$ cat config.mk
export PLATFORM = sky130hd
export DESIGN_NAME = stego_embed_core
export DESIGN_NICKNAME = d
export VERILOG_FILES = /design/src/rtl/stego_embed_core.sv
export SDC_FILE = /design/constraint.sdc
export NUM_CORES = 1
export LEC_CHECK = 0
export BUFFER_PORTS_ARGS = -buffer_cell sky130_fd_sc_hd__buf_2
export CORE_MARGIN = 2
export CORE_UTILIZATION = 60
export DETAILED_ROUTE_END_ITERATION = 16
export PLACE_DENSITY_LB_ADDON = 0.3
export SYNTH_ARGS = -nofsm -noshare
export SYNTH_HDL_FRONTEND = slang
export SYNTH_SLANG_ARGS = --single-unit
$ cat constraint.sdc
create_clock -name clk -period 16.39 [get_ports clk]
set_input_delay 1.639 -clock clk [delete_from_list [all_inputs] [get_ports clk]]
set_output_delay 1.639 -clock clk [all_outputs]
set_load 0.1 [all_outputs]
$ cat src/rtl/stego_embed_core.sv
// stego_embed_core: LSB message embedding between forward and inverse DCT.
// Coefficients at the configured block positions are quantised, get their
// quantised LSB replaced by a message bit popped from a small FIFO, and are
// dequantised with saturation. All other coefficients pass through with the
// same latency: a coefficient sampled at edge k leaves after edge k+3.
// Optional feature macro: STEGO_WHITEN_EN (XOR message bits with a 3-LFSR
// keystream before embedding; the LFSRs exist only when it is defined).
module stego_embed_core #(
  parameter int COEF_W     = 12,
  parameter int Q_STEP     = 18,
  parameter int Q_RECIP    = 228,
  parameter int EMBED_POS  = 43,
  parameter int EMBED_BITS = 1,
  parameter int MSG_DEPTH  = 8
) (
  input  logic                     clk,
  input  logic                     rst,
  input  logic                     embed_en,
  input  logic signed [COEF_W-1:0] coef_in,
  input  logic                     coef_vld,
  input  logic                     msg_bit,
  input  logic                     msg_vld,
  output logic                     msg_rdy,
  output logic signed [COEF_W-1:0] coef_out,
  output logic                     out_vld,
  output logic                     out_emb,
  output logic                     blk_done,
  output logic [15:0]              miss_cnt
);

  localparam int AW = $clog2(MSG_DEPTH);
  // Product width for coef*Q_RECIP (reciprocal is at most 4096, 13 bits + sign).
  localparam int PW = COEF_W + 14;
  // Product width for q*Q_STEP (step is at most 255, 8 bits + sign + margin).
  localparam int RW = COEF_W + 10;
  localparam logic [6:0]              SLOT_LO = 7'(EMBED_POS);
  localparam logic [6:0]              SLOT_HI = 7'(EMBED_POS + EMBED_BITS - 1);
  localparam logic signed [PW-1:0]    RECIP_S = PW'(Q_RECIP);
  localparam logic signed [RW-1:0]    STEP_S  = RW'(Q_STEP);
  localparam logic signed [RW-1:0]    SAT_MAX = RW'((2 ** (COEF_W - 1)) - 1);
  localparam logic signed [RW-1:0]    SAT_MIN = -SAT_MAX - RW'(1);

  // Block index and message FIFO state
  logic [5:0]        idx_q, idx_d;
  logic              mem_q [MSG_DEPTH];
  logic              mem_d [MSG_DEPTH];
  logic [AW-1:0]     wr_ptr_q, wr_ptr_d, rd_ptr_q, rd_ptr_d;
  logic [AW:0]       cnt_q, cnt_d;
  logic [15:0]       miss_q, miss_d;

  // Pipeline registers
  logic                     s1_vld_q, s1_vld_d, s1_emb_q, s1_emb_d;
  logic                     s1_bit_q, s1_bit_d, s1_last_q, s1_last_d;
  logic signed [COEF_W-1:0] s1_coef_q, s1_coef_d;
  logic                     s2_vld_q, s2_vld_d, s2_emb_q, s2_emb_d;
  logic                     s2_bit_q, s2_bit_d, s2_last_q, s2_last_d;
  logic signed [COEF_W-1:0] s2_coef_q, s2_coef_d;
  logic [COEF_W-2:0]        s2_qhi_q, s2_qhi_d;
  logic                     s3_vld_q, s3_vld_d, s3_emb_q, s3_emb_d;
  logic                     s3_last_q, s3_last_d;
  logic signed [RW-1:0]     s3_r_q, s3_r_d;
  logic signed [COEF_W-1:0] out_coef_q, out_coef_d;
  logic                     out_vld_q, out_vld_d, out_emb_q, out_emb_d;
  logic                     out_blk_q, out_blk_d;

  // Combinational helpers
  logic                     in_slot, fifo_empty, fifo_full;
  logic                     do_pop, do_push, do_miss, fifo_head, embed_bit;
  logic signed [PW-1:0]     prod;
  logic [PW-1:0]            prod_mag, q_mag;
  logic signed [COEF_W-1:0] q_emb;

  // Slot detection, FIFO handshake and pop/miss decision for the incoming coefficient
  always_comb begin
    in_slot    = embed_en && ({1'b0, idx_q} >= SLOT_LO) && ({1'b0, idx_q} <= SLOT_HI);
    fifo_empty = (cnt_q == '0);
    fifo_full  = (cnt_q == (AW+1)'(MSG_DEPTH));
    do_push    = msg_vld && !fifo_full;
    do_pop     = coef_vld && in_slot && !fifo_empty;
    do_miss    = coef_vld && in_slot && fifo_empty;
    fifo_head  = mem_q[rd_ptr_q];
  end

`ifdef STEGO_WHITEN_EN
  logic [18:0] l1_q, l1_d;
  logic [21:0] l2_q, l2_d;
  logic [22:0] l3_q, l3_d;

  // Keystream generators step only when a message bit is actually consumed
  always_comb begin
    l1_d = l1_q;
    l2_d = l2_q;
    l3_d = l3_q;
    if (do_pop) begin
      l1_d = {l1_q[17:0], l1_q[18] ^ l1_q[17] ^ l1_q[16] ^ l1_q[13]};
      l2_d = {l2_q[20:0], l2_q[21] ^ l2_q[20]};
      l3_d = {l3_q[21:0], l3_q[22] ^ l3_q[21] ^ l3_q[20] ^ l3_q[7]};
    end
    embed_bit = fifo_head ^ l1_q[18] ^ l2_q[21] ^ l3_q[22];
  end

  // Keystream state, reseeded on reset
  always_ff @(posedge clk or posedge rst) begin
    if (rst) begin
      l1_q <= 19'd1876;
      l2_q <= 22'd20007;
      l3_q <= 23'd14376;
    end else begin
      l1_q <= l1_d;
      l2_q <= l2_d;
      l3_q <= l3_d;
    end
  end
`else
  // Without whitening the raw FIFO bit is embedded
  always_comb embed_bit = fifo_head;
`endif

  // Index counter, FIFO pointers/occupancy and saturating miss counter
  always_comb begin
    idx_d    = coef_vld ? idx_q + 6'd1 : idx_q;
    wr_ptr_d = do_push ? wr_ptr_q + AW'(1) : wr_ptr_q;
    rd_ptr_d = do_pop  ? rd_ptr_q + AW'(1) : rd_ptr_q;
    for (int i = 0; i < MSG_DEPTH; i++) mem_d[i] = mem_q[i];
    if (do_push) mem_d[wr_ptr_q] = msg_bit;
    unique case ({do_push, do_pop})
      2'b10:   cnt_d = cnt_q + (AW+1)'(1);
      2'b01:   cnt_d = cnt_q - (AW+1)'(1);
      default: cnt_d = cnt_q;
    endcase
    miss_d = (do_miss && miss_q != 16'hFFFF) ? miss_q + 16'd1 : miss_q;
  end

  // Stage 1: capture coefficient, embed decision and the bit to embed
  always_comb begin
    s1_vld_d  = coef_vld;
    s1_coef_d = s1_coef_q;
    s1_emb_d  = s1_emb_q;
    s1_bit_d  = s1_bit_q;
    s1_last_d = s1_last_q;
    if (coef_vld) begin
      s1_coef_d = coef_in;
      s1_emb_d  = do_pop;
      s1_bit_d  = embed_bit;
      s1_last_d = (idx_q == 6'd63);
    end
  end

  // Stage 2: quantise with round-half-away-from-zero; only bits above the LSB are kept
  always_comb begin
    prod      = PW'(s1_coef_q) * RECIP_S;
    prod_mag  = prod[PW-1] ? -prod : prod;
    q_mag     = (prod_mag >> 12) + PW'(prod_mag[11]);
    s2_vld_d  = s1_vld_q;
    s2_coef_d = s2_coef_q;
    s2_qhi_d  = s2_qhi_q;
    s2_emb_d  = s2_emb_q;
    s2_bit_d  = s2_bit_q;
    s2_last_d = s2_last_q;
    if (s1_vld_q) begin
      s2_coef_d = s1_coef_q;
      s2_qhi_d  = (COEF_W-1)'((prod[PW-1] ? -q_mag : q_mag) >> 1);
      s2_emb_d  = s1_emb_q;
      s2_bit_d  = s1_bit_q;
      s2_last_d = s1_last_q;
    end
  end

  // Stage 3: insert the bit as the quantised LSB and dequantise; others pass unchanged
  always_comb begin
    q_emb     = {s2_qhi_q, s2_bit_q};
    s3_vld_d  = s2_vld_q;
    s3_r_d    = s3_r_q;
    s3_emb_d  = s3_emb_q;
    s3_last_d = s3_last_q;
    if (s2_vld_q) begin
      s3_r_d    = s2_emb_q ? RW'(q_emb) * STEP_S : RW'(s2_coef_q);
      s3_emb_d  = s2_emb_q;
      s3_last_d = s2_last_q;
    end
  end

  // Output register: saturate to the coefficient range, flags only with valid
  always_comb begin
    out_coef_d = out_coef_q;
    if (s3_vld_q) begin
      if (s3_r_q > SAT_MAX)      out_coef_d = COEF_W'(SAT_MAX);
      else if (s3_r_q < SAT_MIN) out_coef_d = COEF_W'(SAT_MIN);
      else                       out_coef_d = COEF_W'(s3_r_q);
    end
    out_vld_d = s3_vld_q;
    out_emb_d = s3_vld_q && s3_emb_q;
    out_blk_d = s3_vld_q && s3_last_q;
  end

  // State registers; reset drops everything in flight
  always_ff @(posedge clk or posedge rst) begin
    if (rst) begin
      idx_q      <= '0;
      for (int i = 0; i < MSG_DEPTH; i++) mem_q[i] <= 1'b0;
      wr_ptr_q   <= '0;
      rd_ptr_q   <= '0;
      cnt_q      <= '0;
      miss_q     <= '0;
      s1_vld_q   <= 1'b0;
      s1_coef_q  <= '0;
      s1_emb_q   <= 1'b0;
      s1_bit_q   <= 1'b0;
      s1_last_q  <= 1'b0;
      s2_vld_q   <= 1'b0;
      s2_coef_q  <= '0;
      s2_qhi_q   <= '0;
      s2_emb_q   <= 1'b0;
      s2_bit_q   <= 1'b0;
      s2_last_q  <= 1'b0;
      s3_vld_q   <= 1'b0;
      s3_r_q     <= '0;
      s3_emb_q   <= 1'b0;
      s3_last_q  <= 1'b0;
      out_coef_q <= '0;
      out_vld_q  <= 1'b0;
      out_emb_q  <= 1'b0;
      out_blk_q  <= 1'b0;
    end else begin
      idx_q      <= idx_d;
      for (int i = 0; i < MSG_DEPTH; i++) mem_q[i] <= mem_d[i];
      wr_ptr_q   <= wr_ptr_d;
      rd_ptr_q   <= rd_ptr_d;
      cnt_q      <= cnt_d;
      miss_q     <= miss_d;
      s1_vld_q   <= s1_vld_d;
      s1_coef_q  <= s1_coef_d;
      s1_emb_q   <= s1_emb_d;
      s1_bit_q   <= s1_bit_d;
      s1_last_q  <= s1_last_d;
      s2_vld_q   <= s2_vld_d;
      s2_coef_q  <= s2_coef_d;
      s2_qhi_q   <= s2_qhi_d;
      s2_emb_q   <= s2_emb_d;
      s2_bit_q   <= s2_bit_d;
      s2_last_q  <= s2_last_d;
      s3_vld_q   <= s3_vld_d;
      s3_r_q     <= s3_r_d;
      s3_emb_q   <= s3_emb_d;
      s3_last_q  <= s3_last_d;
      out_coef_q <= out_coef_d;
      out_vld_q  <= out_vld_d;
      out_emb_q  <= out_emb_d;
      out_blk_q  <= out_blk_d;
    end
  end

  assign msg_rdy  = !fifo_full;
  assign coef_out = out_coef_q;
  assign out_vld  = out_vld_q;
  assign out_emb  = out_emb_q;
  assign blk_done = out_blk_q;
  assign miss_cnt = miss_q;

endmodule

==> impl_results.md <==
- DP HPWL: 12.8 mm
- Crit path max fanout: 13
- Synth area leaders: dfrtp_1, ha_1, fa_1
- Setup crit end: s2_qhi_q[5]
- Cell variety after synth: 67
- DRT Wirelength: about 17 mm
- Detailed Routing Iterations Pass 1: 5
- Post-synthesis net count: 932
- DR vias/cell: slightly below 6
- Core Region: ~0.013 mm2
- Largest net degree at the start of global routing: 67
- Drt initial violations: between 300 and 400
- Element type at the critical path end: flip-flop
- Initial Util: around three fifths
- Met3 Track Usage GR: 4.76%
- H-tree levels: 4
- Cts bufs inserted: 17
- Worst Path Required: roughly 17000 ps
- I/O pins: 50
- Status: complete, no violations
- Post-route ant nets: 0
- Critical Path Source: s1_coef_q[2]
- Max VDD drop: 129 uV
- GR Layer Usage met2: 44.6%
- Pins over their slew limit: 0
- Mean Syn Cell Area: 9.99 um2
- Post-CTS setup buffers: 0
- First-pass GRT wire length: 29.6 mm
- PwrDens: 226 mW/mm2
- Nets: 976
- Cts repair resizes: 0
- Worst skew pair latency: between 400 and 500 ps
- #FFs+latches synth: 119
- Crit-path max cell delay: 500 ps
- Total GRT Usage: roughly a quarter
- Post-Synth Simple-Gate Area: 11.7%
- Cells after synthesis: 815
- Multi-input gate area: about 0.0047 mm2
- Clk slew on worst S/H paths: 50 ps
- Hold crit path type: flip-flop to flip-flop
- Share of layout cells above drive strength 1: 14.6%
- Pleak: around 0.0044 uW
- Synth top cells by count: dfrtp_1, inv_1, ha_1, nor2_1, xnor2_1
- Finished Cell Area: a little over 0.009 mm2
- Global route hottest layer: met2
- Synth top area share: 36.6%
- Unrepaired setup endpoints after global routing: no
- Clock buffer depth: 2
- Filler cell count: 1018
- Asr flop ratio synth: 100%
- Post-synthesis compound-gate area fraction: 13.6%
- Clock Tree Root: clkbuf_16
- FP Rows: 42
- Hold buffer count at CTS: 0
- Post-synth EDFFs: 0
- Area growth syn-to-layout: 12.0%
- Via count: 6131
- Post-Syn Area: ~0.0081 mm2
- Setup CP Type: flip-flop to flip-flop
- Final Hold Viols: 0
- Worst Tran Pin Value: roughly 1200 ps
- Non-filler cells, final: 1048
- Main combinational cell family by area after synthesis: adder cells
- GR Util met1: between 30% and 40%
- Final setup viols: 0
- WP buf/inv: 3
- Slowest stage cell, crit path: dfrtp_1
- CTS tree: yes
- WL per Instance: 16.5 um
- Reg2Reg Capture Point: s2_qhi_q[5]
- Fin crit share: about two fifths
- Seq. cell area: ~0.003 mm2
- Vias in the first global route: 6334
- Cell depth of the worst setup path: 25
- # DRC: 0
- I/O Buffers: between 40 and 50
- Cell family with most CP delay: adder cells
- Max-slew headroom at the worst pin: 21.3%
- TNS Setup: 0 ps
- WP data arrival: 7040 ps
- CP most frequent cell: ha_1
- Synth Area in Adders: between 15 and 20%
- Clock Sinks: 119
- Yosys warns: 0
- Synth Flop Type: dfrtp_1
- Die width: approximately 120 um
- Maximum capacitance violations: 0
- R2r setup slk: 9650 ps
- Most common cell in the netlist: dfrtp_1
- Die area: 0.0145 mm2
- Synth area leader: dfrtp_1
- Hold_sp: s3_emb_q
- Skew final: 5.68 ps
- Reg2Reg Depth: 25
- Area of placed instances: 0.00851 mm2
- Antenna violations before repair: 0
- Mux contribution to synthesized area: 7.39%
- RR Startpoint: s1_coef_q[2]
- Critical Path Start Type: flip-flop
- Die height: 120 um
- Dpl cells: 1016
- Sequential-to-total area share from yosys stat: 36.6%
- Tmin final: 6740 ps
- Synth Area in XOR/XNOR: 7.82%
- GPL Wtd Cong: 0.854
- ANT cells: 0
- F_max: 148 MHz
- Remaining global-route overflow: 0
## metrics by stage
step	setup slack, ps	hold slack [ps]	total power, uW	utilization, %
after floorplan	10220	352	1420	-
after global placement	9970	472	1600	64.3
after detailed placement	9700	479	1660	64.3
after CTS	9670	490	2060	68.8
after global routing	9170	509	2230	68.8
final	9650	493	2060	68.8
## routing by layer
metal	vias up	part of all wire [%]
met5	-	0
met4	0	1.7
met3	29	4.2
met2	153	52
met1	3015	42
li1	2934	-
## cell usage in the layout (no fill, tap or decap), drive strengths merged, types with 5 or more instances in the layout
cell type	synthesis	routed
mux2i	14	14
a21o	11	11
clkbuf	17	25
dfrtp	119	119
xnor2	50	50
nand4	11	11
fa	23	23
nor3	10	10
inv	91	91
nand3	15	15
nand2	42	42
and3	8	8
o22ai	16	16
and2	9	9
a21oi	48	48
nor2	63	63
buf	9	51
nor4	8	8
ha	76	76
o21ai	30	30
o21bai	8	8
o311ai	5	5
mux2	37	37
a211oi	5	5
a31oi	5	5
xor2	21	21
o211ai	6	6
## flip-flops by register name (all words and copies together) (netlist names), 6 cells and up
register / flops
coef_out: 12
idx_q: 6
mem_q: 8
miss_cnt: 16
s1_coef_q: 12
s2_coef_q: 12
s2_qhi_q: 11
s3_r_q: 18
## worst min path at each step
stage                  endpoint  slack (ps)  depth (start not counted)
detailed placement      out_emb         480                          1
floorplan              s2_vld_q         350                          0
finish                  out_emb         490                          1
CTS                     out_emb         490                          1
global placement    miss_cnt[9]         470                          1
global route           idx_q[0]         510                          1
## cells by family (layout without fill, tap and decap cells)
family / count (synthesis) / in the layout
AOI/OAI and AO/OA: 162 / 162
and+or+nand+nor: 194 / 194
muxes: 53 / 53
xor gates and xnor gates: 71 / 71
adders and majority gates: 99 / 99
buffers and inverters: 117 / 174
DFF: 119 / 119
## power breakdown
| group | internal [uW] | switching [uW] | total (uW) |
|---|---|---|---|
| clock | 251 | 124 | 375 |
| combinational | 500 | 753 | 1250 |
| sequential | 360 | 67.3 | 427 |
| total | 1110 | 945 | 2060 |
## layout make-up
type / instances / area share [%]
Multi-Input combinational cell: 579 / 51.7
Sequential cell: 119 / 32.7
Clock buffer: 25 / 5.33
Inverter: 91 / 3.78
Timing Repair Buffer: 51 / 2.86
Tap cell: 176 / 2.42
Clock inverter: 7 / 1.29
Power figures use the tool's default switching activity.
